[src/rtl/write_mem_stage_pkg.sv]
// Shared types for the write-memory pipeline stage.
//   InsnBundle : instruction bundle carried between pipeline stages
//   StoreEntry : one store queue slot (word address, data, byte enables)
//   SqState    : store-side fence sequencing state
package write_mem_stage_pkg;

    // Widest word address supported (32-bit byte address, word granular).
    localparam int SQ_ADDR_W_MAX = 30;

    typedef struct packed {
        logic [31:0] pc;
        logic [31:0] instr;
        logic [4:0]  rd;
        logic        valid;
    } InsnBundle;

    typedef struct packed {
        logic [SQ_ADDR_W_MAX-1:0] addr;
        logic [31:0]              data;
        logic [3:0]               be;
    } StoreEntry;

    typedef enum logic [1:0] {
        RUN   = 2'd0,
        FENCE = 2'd1,
        DONE  = 2'd2
    } SqState;

endpackage

[src/rtl/write_mem_stage_store_queue.sv]
// In-order store queue with a read-after-write forwarding CAM.
//   push/push_*  : enqueue at tail (caller guarantees !full)
//   pop          : dequeue head (caller guarantees !empty)
//   head_*       : head entry, drives the memory write port
//   full/empty   : occupancy flags from the wrap-bit pointers
//   fwd_addr     : load word address to look up
//   fwd_hit/data/be : youngest matching entry, zero when nothing matches
module write_mem_stage_store_queue
    import write_mem_stage_pkg::*;
#(
    parameter int AW    = 30,
    parameter int DEPTH = 4
) (
    input  logic          clk,
    input  logic          rst,
    input  logic          push,
    input  logic [AW-1:0] push_addr,
    input  logic [31:0]   push_data,
    input  logic [3:0]    push_be,
    input  logic          pop,
    output logic          full,
    output logic          empty,
    output logic [AW-1:0] head_addr,
    output logic [31:0]   head_data,
    output logic [3:0]    head_be,
    input  logic [AW-1:0] fwd_addr,
    output logic          fwd_hit,
    output logic [31:0]   fwd_data,
    output logic [3:0]    fwd_be
);

    localparam int PW = $clog2(DEPTH);

    // Pointers carry one extra wrap bit so full and empty are distinguishable.
    logic [PW:0]      wr_ptr;
    logic [PW:0]      rd_ptr;
    logic [DEPTH-1:0] ent_vld;
    StoreEntry        mem [DEPTH];
    StoreEntry        wr_entry;
    StoreEntry        head_e;
    logic [PW-1:0]    idx;

    assign empty = (wr_ptr == rd_ptr);
    assign full  = (wr_ptr[PW] != rd_ptr[PW]) && (wr_ptr[PW-1:0] == rd_ptr[PW-1:0]);

    always_comb begin
        wr_entry              = '0;
        wr_entry.addr[AW-1:0] = push_addr;
        wr_entry.data         = push_data;
        wr_entry.be           = push_be;
    end

    always_ff @(posedge clk) begin
        if (rst) begin
            wr_ptr  <= '0;
            rd_ptr  <= '0;
            ent_vld <= '0;
        end else begin
            if (push) begin
                ent_vld[wr_ptr[PW-1:0]] <= 1'b1;
                wr_ptr                  <= wr_ptr + (PW+1)'(1);
            end
            if (pop) begin
                ent_vld[rd_ptr[PW-1:0]] <= 1'b0;
                rd_ptr                  <= rd_ptr + (PW+1)'(1);
            end
        end
    end

    // Payload storage is not reset; ent_vld qualifies it.
    always_ff @(posedge clk) begin
        if (push) begin
            mem[wr_ptr[PW-1:0]] <= wr_entry;
        end
    end

    assign head_e    = mem[rd_ptr[PW-1:0]];
    assign head_addr = head_e.addr[AW-1:0];
    assign head_data = head_e.data;
    assign head_be   = head_e.be;

    // Walk from head (oldest) toward tail so a later match overrides an
    // earlier one: the youngest matching store wins. The head entry stays
    // valid until the clock edge that pops it, so it still forwards then.
    always_comb begin
        fwd_hit  = 1'b0;
        fwd_data = '0;
        fwd_be   = '0;
        idx      = '0;
        for (int i = 0; i < DEPTH; i++) begin
            idx = rd_ptr[PW-1:0] + PW'(i);
            if (ent_vld[idx] && (mem[idx].addr[AW-1:0] == fwd_addr)) begin
                fwd_hit  = 1'b1;
                fwd_data = mem[idx].data;
                fwd_be   = mem[idx].be;
            end
        end
    end

endmodule

[src/rtl/write_mem_stage.sv]
// Write-memory pipeline stage: buffers stores in an in-order queue, drains
// them to the data memory write port, forwards queued data to loads and
// passes every instruction bundle on with one cycle of latency.
//   insn / stage_out_insn : bundle in, registered bundle out
//   st_valid/st_ready     : store handshake (st_addr, st_data, st_be)
//   fence_req/fence_done  : level request to drain; one-cycle completion pulse
//   mem_wr_*              : valid/ready write port fed from the queue head
//   fwd_addr/fwd_*        : read-after-write forwarding lookup
//   sq_empty              : queue holds no stores
module write_mem_stage
    import write_mem_stage_pkg::*;
#(
    parameter int ADDR_WIDTH = 32,
    parameter int SQ_DEPTH   = 4
) (
    input  logic                  clk,
    input  logic                  rst,
    input  InsnBundle             insn,
    input  logic                  st_valid,
    output logic                  st_ready,
    input  logic [ADDR_WIDTH-3:0] st_addr,
    input  logic [31:0]           st_data,
    input  logic [3:0]            st_be,
    input  logic                  fence_req,
    output logic                  fence_done,
    output InsnBundle             stage_out_insn,
    output logic                  mem_wr_valid,
    input  logic                  mem_wr_ready,
    output logic [ADDR_WIDTH-3:0] mem_wr_addr,
    output logic [31:0]           mem_wr_data,
    output logic [3:0]            mem_wr_be,
    input  logic [ADDR_WIDTH-3:0] fwd_addr,
    output logic                  fwd_hit,
    output logic [31:0]           fwd_data,
    output logic [3:0]            fwd_be,
    output logic                  sq_empty
);

    localparam int AW = ADDR_WIDTH - 2;

    SqState state;
    logic   sq_full;
    logic   push;
    logic   pop;

    // Accept only from registered state; a same-cycle pop does not open a
    // slot in a full queue. Held low while reset is asserted.
    assign st_ready     = !rst && (state == RUN) && !sq_full;
    assign mem_wr_valid = !rst && !sq_empty;
    assign push         = st_valid && st_ready;
    assign pop          = mem_wr_valid && mem_wr_ready;
    assign fence_done   = (state == DONE);

    write_mem_stage_store_queue #(
        .AW    (AW),
        .DEPTH (SQ_DEPTH)
    ) u_sq (
        .clk       (clk),
        .rst       (rst),
        .push      (push),
        .push_addr (st_addr),
        .push_data (st_data),
        .push_be   (st_be),
        .pop       (pop),
        .full      (sq_full),
        .empty     (sq_empty),
        .head_addr (mem_wr_addr),
        .head_data (mem_wr_data),
        .head_be   (mem_wr_be),
        .fwd_addr  (fwd_addr),
        .fwd_hit   (fwd_hit),
        .fwd_data  (fwd_data),
        .fwd_be    (fwd_be)
    );

    // Fence sequencing: stop accepting, wait for the queue to drain, then
    // pulse completion for exactly one cycle.
    always_ff @(posedge clk) begin
        if (rst) begin
            state <= RUN;
        end else begin
            case (state)
                RUN:     if (fence_req) state <= FENCE;
                FENCE:   if (sq_empty)  state <= DONE;
                DONE:    state <= RUN;
                default: state <= RUN;
            endcase
        end
    end

    // Pipe register stage p0 -> next stage
    always_ff @(posedge clk) begin
        if (rst) begin
            stage_out_insn <= '0;
        end else begin
            stage_out_insn <= insn;
        end
    end

endmodule

[config.mk]
export PLATFORM = sky130hd
export DESIGN_NAME = write_mem_stage
export DESIGN_NICKNAME = d
export VERILOG_FILES = /design/src/rtl/write_mem_stage_pkg.sv /design/src/rtl/write_mem_stage_store_queue.sv /design/src/rtl/write_mem_stage.sv
export SDC_FILE = /design/constraint.sdc
export NUM_CORES = 1
export LEC_CHECK = 0
export BUFFER_PORTS_ARGS = -buffer_cell sky130_fd_sc_hd__buf_2
export CELL_PAD_IN_SITES_DETAIL_PLACEMENT = 1
export CELL_PAD_IN_SITES_GLOBAL_PLACEMENT = 1
export CORE_MARGIN = 2
export CORE_UTILIZATION = 47
export CTS_BUF_LIST = sky130_fd_sc_hd__clkbuf_16
export DETAILED_ROUTE_END_ITERATION = 7
export GPL_TIMING_DRIVEN = 0
export PLACE_DENSITY = 0.87
export SKIP_CTS_REPAIR_TIMING = 1
export SYNTH_ARGS = -nofsm -noshare
export SYNTH_HDL_FRONTEND = slang
export SYNTH_SLANG_ARGS = --single-unit
[constraint.sdc]
create_clock -name clk -period 6.5 [get_ports clk]
set_input_delay 0.975 -clock clk [delete_from_list [all_inputs] [get_ports clk]]
set_output_delay 0.975 -clock clk [all_outputs]
set_load 0.005 [all_outputs]
# Word level (Yosys, flattened, before mapping)
# Memories as Yosys holds them, arrays and structs flattened. A register that Yosys moved wholly into a read port is not among the register bits.
# Index checks and enable logic that the tools add are counted.
totals:
  n_memories: 1
  ram_bits: 264
  inputBits: 171
  reg_bits: 82
memory_table:
  columns: ["name", "depth", "width", "rd", "rd_clocked_by_memory_dff", "wr", "line", "rtl"]
  rows:
  - ["u_sq.mem", 4, 66, 4, 1, 1, "write_mem_stage_store_queue.sv:38", "StoreEntry mem [DEPTH];"]
op_classes:
  magnitude_cmp: 7
  mux: 34
  bitwise_logic: 3
  eq_ne: 11
  n_reduce_logical: 17
  addsub: 5
ops:
  columns: ["op", "count"]
  rows:
  - ["2-to-1 mux 32 bit", 4]
  - ["== test 30 bit", 4]
  - ["2-to-1 mux 4 bit", 7]
  - ["< comparator 2 x 3 -> 1 bit, second input constant", 5]
  - ["logical AND 1 bit", 12]
  - ["2-to-1 mux 1 bit", 12]
  - ["binary-select mux 1 bit (select 2 bit)", 4]
  - ["2-to-1 mux 2 bit", 4]
  - ["adder 3 x 1 -> 3 bit, second input constant", 2]
  - ["adder 2 bit, second input constant", 2]
  - ["AND 4 bit", 1]
  - ["demux 1 bit (select 2 bit)", 2]
  - ["greater-or-equal comparator 2 x 1 -> 1 bit, second input constant", 2]
  - ["inequality test 2 bit, second input constant", 2]
  - ["NOT 4 bit", 1]
  - ["OR 4 bit", 1]
  - ["case mux 2 bit (2 select lines)", 1]
  - ["== test 3 bit", 1]
  - ["zero test 1 bit", 3]
  - ["adder 2 x 1 -> 2 bit, second input constant", 1]
  - ["== test 2 x 1 -> 1 bit, second input constant", 1]
  - ["== test 2 bit", 1]
  - ["== test 2 bit, second input constant", 1]
  - ["zero test 2 bit", 1]
  - ["2 further kinds", 2]

# Longest topological paths before layout
logic_depth:
  depth_word: 9
  ltp_mapped: 19
  depth_no_buf: 9

# Cells and area by module
# Synthesis repeated with hierarchy kept, for this count alone.
unflattened:
  hier_cells: 1395
  hier_area_um2: 20180.6
by_module_without_submodules:
  columns: ["module", "cells_each", "area_per_inst_um2", "seq_area_each_um2", "instances"]
  rows:
  - ["write_mem_stage_store_queue", 1235, 18182.4, 8167.8, 1]
  - ["write_mem_stage", 160, 1998.2, 1441.4, 1]

# Worst setup path after synthesis
# Ideal clock, no wire load.
synth_path:
  path_kind: "reg2out"
  startpoint: "register u_sq.rd_ptr[1]"
  endpoint: "output port fwd_be[0]"
  path_slack_ps: 756
  t_arrival_ps: 4769
  required_time_ps: 5525
  path_stages_with_launch: 17
  n_path_buf: 7
  path_cell_list: "dfxtp_1 clkbuf_1 clkbuf_1 clkbuf_1 buf_1 inv_1 ha_1 buf_2 buf_1 mux4_2 xnor2_1 nand4_1 or4_1 a2111oi_4 a21oi_1 buf_2 a32oi_1"
synth_between:
  elab_chain_cells: 7
  word_cells_on_any_way: 23
  classes_between: "3 x add/sub; 3 x eq/ne; 12 x mux; 4 x reduce/logical; 1 x memory"
synth_lines:
  columns: ["element", "line", "rtl"]
  rows:
  - ["start, declared", "write_mem_stage_store_queue.sv:36", "logic [PW:0] rd_ptr;"]
  - ["start signal, assigned", "write_mem_stage_store_queue.sv:65", "rd_ptr <= rd_ptr + (PW+1)'(1);"]
  - ["adder 2 x 1 -> 2 bit or binary-select mux 1 bit (select 2 bit) (tied branches)", "write_mem_stage_store_queue.sv:91, write_mem_stage_store_queue.sv:92", null]
  - ["memory (4 x 66 bit) (tied with other cells)", null, null]
  - ["== test 30 bit (tied with other cells)", "write_mem_stage_store_queue.sv:92", "if (ent_vld[idx] && (mem[idx].addr[AW-1:0] == fwd_addr)) begin"]
  - ["logical AND 1 bit or 2-to-1 mux 4 bit (tied branches)", "write_mem_stage_store_queue.sv:92", null]
  - ["2-to-1 mux 4 bit (2 in a row)", "write_mem_stage_store_queue.sv:92", null]
  - ["2-to-1 mux 4 bit (*)", "write_mem_stage_store_queue.sv:92", null]
  - ["end, declared", "write_mem_stage.sv:35", "output logic [3:0] fwd_be,"]
# Every way passes the cells marked *; elsewhere a longest branch is shown, timed or not. The select of a mux whose other input is x is not followed.

# Final worst setup path
layout_path:
  startpoint: "register u_sq.rd_ptr[1]"
  endpoint: "output port fwd_data[13]"
layout_between:
  elab_chain_cells: 7
  word_cells_on_any_way: 23
  classes_between: "3 x add/sub; 3 x eq/ne; 12 x mux; 4 x reduce/logical; 1 x memory"
layout_lines:
  columns: ["element", "line", "rtl"]
  rows:
  - ["adder 2 x 1 -> 2 bit or binary-select mux 1 bit (select 2 bit) (tied branches)", "write_mem_stage_store_queue.sv:91, write_mem_stage_store_queue.sv:92", null]
  - ["memory (4 x 66 bit) (tied with other cells)", null, null]
  - ["== test 30 bit (tied with other cells)", "write_mem_stage_store_queue.sv:92", null]
  - ["logical AND 1 bit or 2-to-1 mux 32 bit (tied branches)", "write_mem_stage_store_queue.sv:92", null]
  - ["2-to-1 mux 32 bit (2 in a row)", "write_mem_stage_store_queue.sv:92", null]
  - ["2-to-1 mux 32 bit (*)", "write_mem_stage_store_queue.sv:92", null]
  - ["end, declared", "write_mem_stage.sv:34", "output logic [31:0] fwd_data,"]
# Marked as above.

==> impl_metrics.csv <==
group,metric,value,unit
drt,drt_pass1_iterations,5,
floorplan,start_util,47.9,%
logic_synthesis,yosys_warnings,0,
logic_synthesis,netlist_instances,1400,
grt,antenna_found_initial,11,
timing,fin_worst_skew,0.0199,ns
floorplan,boundaryPins,348,
logic_synthesis,synth_edf_count,264,
place,numPortBuffers,333,
logic_synthesis,synth.net_count,1579,
min_path,min_path_type,"reg2reg",
power_and_ir_drop,p_per_area,243,nW/um^2
finish,final_nets,1959,
critical_path,worstPathRequired,5.52,ns
critical_path,crit_path_cell_trace,"buf_6 > buf_8 > inv_1 > ha_1 > clkbuf_4 > clkbuf_4 > mux4_2 > xnor2_1 > nand4_1 > or4_1 > a2111oi_4 > buf_4 > buf_4 > clkbuf_2 > nand2_1 > a32oi_1 > buf_2",
timing,post-route-min-period,6.43,ns
grt,grt_pass1_vias,16800,
logic_synthesis,ys_types,57,
floorplan,fp-row-count,75,
timing,setup_viol,0,
grt,grt-ovfl-total,0,
drt,post_drt_wl_per_cell,32.2,um
logic_synthesis,syn_area_per_cell,14.4,um^2
finish,multiInputGateArea,9990,um^2
drt,routed_via_density,6.79,
timing,period_share,98.9,%
power_and_ir_drop,ir_drop,0.000189,V
logic_synthesis,synth_most_common_cell,"edfxtp_1",
drt,drt-initial-drc-count,2029,
timing,setup_slack,0.0742,ns
place,hpwl,54.4,mm
critical_path,cpPeakStageDelay,0.67,ns
floorplan,coreArea,42200,um^2
critical_path,arrival,5.45,ns
clock_network,cts_tree,"done",
clock_network,cts_sinks,348,
logic_synthesis,ys_top_cells_by_count,"edfxtp_1 (264), mux4_2 (230), nand2_1 (87)",
floorplan,die-height,211,um
critical_path,cp-start-kind,"register",
logic_synthesis,yosysTopAreaCellShare,39.2,%
floorplan,die_x,211,um
timing,worst_slew_pin_slew,1.22,ns
timing,relSlewSlack,18.6,%
finish,nFillCells,4159,
drt,vias,16000,
place,placed_area,22700,um^2
critical_path,critPathKind,"reg2out",
clock_network,clk_latency,0.57,ns
drt,drc,0,
timing,max_freq,0.156,GHz
logic_synthesis,synth_top_area_cell,"edfxtp_1",
clock_network,clk_pin_slew_worst_paths,0.06,ns
logic_synthesis,yosys-top-cells-area,"edfxtp_1 (39%), mux4_2 (26%), dfxtp_1 (8.3%)",
finish,ff_latch_area,9610,um^2
clock_network,clock-root-buffer,"clkbuf_16",
clock_network,htreeDepth,2,
finish,area_delta_synth_final,19.5,%
logic_synthesis,ys_ff_latch,348,
flow_run,cap_violations,0,
finish,final_area,24200,um^2
timing,report.final.slew_viol_count,0,
timing,finalHoldViolCount,0,
grt,grt_max_degree,51,
outcome,status,"completed",
drt,drtAntennaViolNets,0,
finish,postLayoutCoreUtil,57.2,%
logic_synthesis,synth_area,20200,um^2
power_and_ir_drop,p_leak,0.00837,uW
logic_synthesis,seq_area_frac_synth,47.5,%
timing,holdWs,0.517,ns
place,place.gp.congestion,0.967,
grt,grt_use_total,34.2,%
critical_path,end_kind,"output port",
critical_path,critPathSlowestCell,"or4_1",
floorplan,die_area,44700,um^2
logic_synthesis,synth_top_flop_cell,"edfxtp_1",
logic_synthesis,async_flop_share,0,%
clock_network,clk_path_buf_depth,3,
grt,grt_pass1_wl,111,mm
drt,routed_wirelength,76.0,mm
finish,drive_gt1_share,42.0,%
clock_network,cts_buffers,39,
critical_path,crit_path_max_fanout,19,
place,post-place-ws,-2.41,ns
## cell families after synthesis
family / count (synthesis) / share of synthesized area [%]
multiplexers: 321 / 30.2
AND/OR/NAND/NOR: 272 / 6.75
AO/OA/AOI/OAI: 172 / 6.80
XOR/XNOR: 104 / 4.50
flip-flops: 348 / 47.5
buffers and inverters: 175 / 3.69
adder cells (fa/ha/maj): 8 / 0.495
## worst paths after layout
path	startpoint	to	slack [ns]	cells past startpoint
setup / recovery	u_sq.rd_ptr[1]$_SDFFE_PP0P_	fwd_data[13]	0.07	17
hold / removal	state[1]$_SDFFE_PP0P_	state[0]$_SDFFE_PP0P_	0.52	1
setup reg to reg	u_sq.rd_ptr[0]$_SDFFE_PP0P_	u_sq.mem[3][49]$_DFFE_PP_	2.46	9
hold reg to reg	state[1]$_SDFFE_PP0P_	state[0]$_SDFFE_PP0P_	0.52	1
## cells in the final DEF (no fill, tap or decap), types with 39 or more instances in the layout
master	count
nand3_1	39
mux4_2	230
mux2i_1	65
clkbuf_16	43
dfxtp_1	82
buf_2	358
clkbuf_1	45
xnor2_1	80
inv_1	60
edfxtp_1	264
nor2b_1	71
nand2_1	87
## state kept, by name, summed over array words and instances (netlist names), named ones only
register,flops
state,2
u_sq.wr_ptr,3
u_sq.rd_ptr,3
u_sq.ent_vld,4
u_sq.mem,264
stage_out_insn,70
## routing by layer
layer	GRT usage (%)	part of all wire, %
met5	0	0.016
met4	14.7	4.6
met3	7.17	10
met2	56.5	49
met1	44.0	37
## worst max-delay path: cells and delay by family, from the launching register on
family / cells / cell delay, ns
buffers and inverters: 9 / 1.98
AND/OR/NAND/NOR: 3 / 1.05
AO/OA/AOI/OAI: 2 / 0.50
flip-flops: 1 / 0.40
multiplexers: 1 / 0.35
adder cells (fa/ha/maj): 1 / 0.29
XOR/XNOR: 1 / 0.29
## stage by stage
step / TNS [ns] / cells / power (uW)
after global routing: -0.00437 / 2355 / 6020
after CTS: -100.93 / 2346 / 5850
final: 0 / 2358 / 5860
after floorplan: 0 / 1400 / 3280
after global placement: -80.40 / 2272 / 3680
after detailed placement: -79.10 / 2276 / 3720
## cell type report
class | instances | area share, %
multi-input cells | 877 | 41.4
flip-flops and latches | 348 | 39.8
repair buffers | 342 | 7.51
clock buffers | 43 | 4.45
well taps | 539 | 2.79
plain buffers | 118 | 2.54
inverters | 54 | 0.839
clock inverters | 27 | 0.647
diodes | 10 | 0.104
## where the power goes
part	internal, uW	switching [uW]
Combinational	539	640
Clock	1200	954
Sequential	2470	56.5
Total	4210	1650
(Power assumes the default switching activity.)
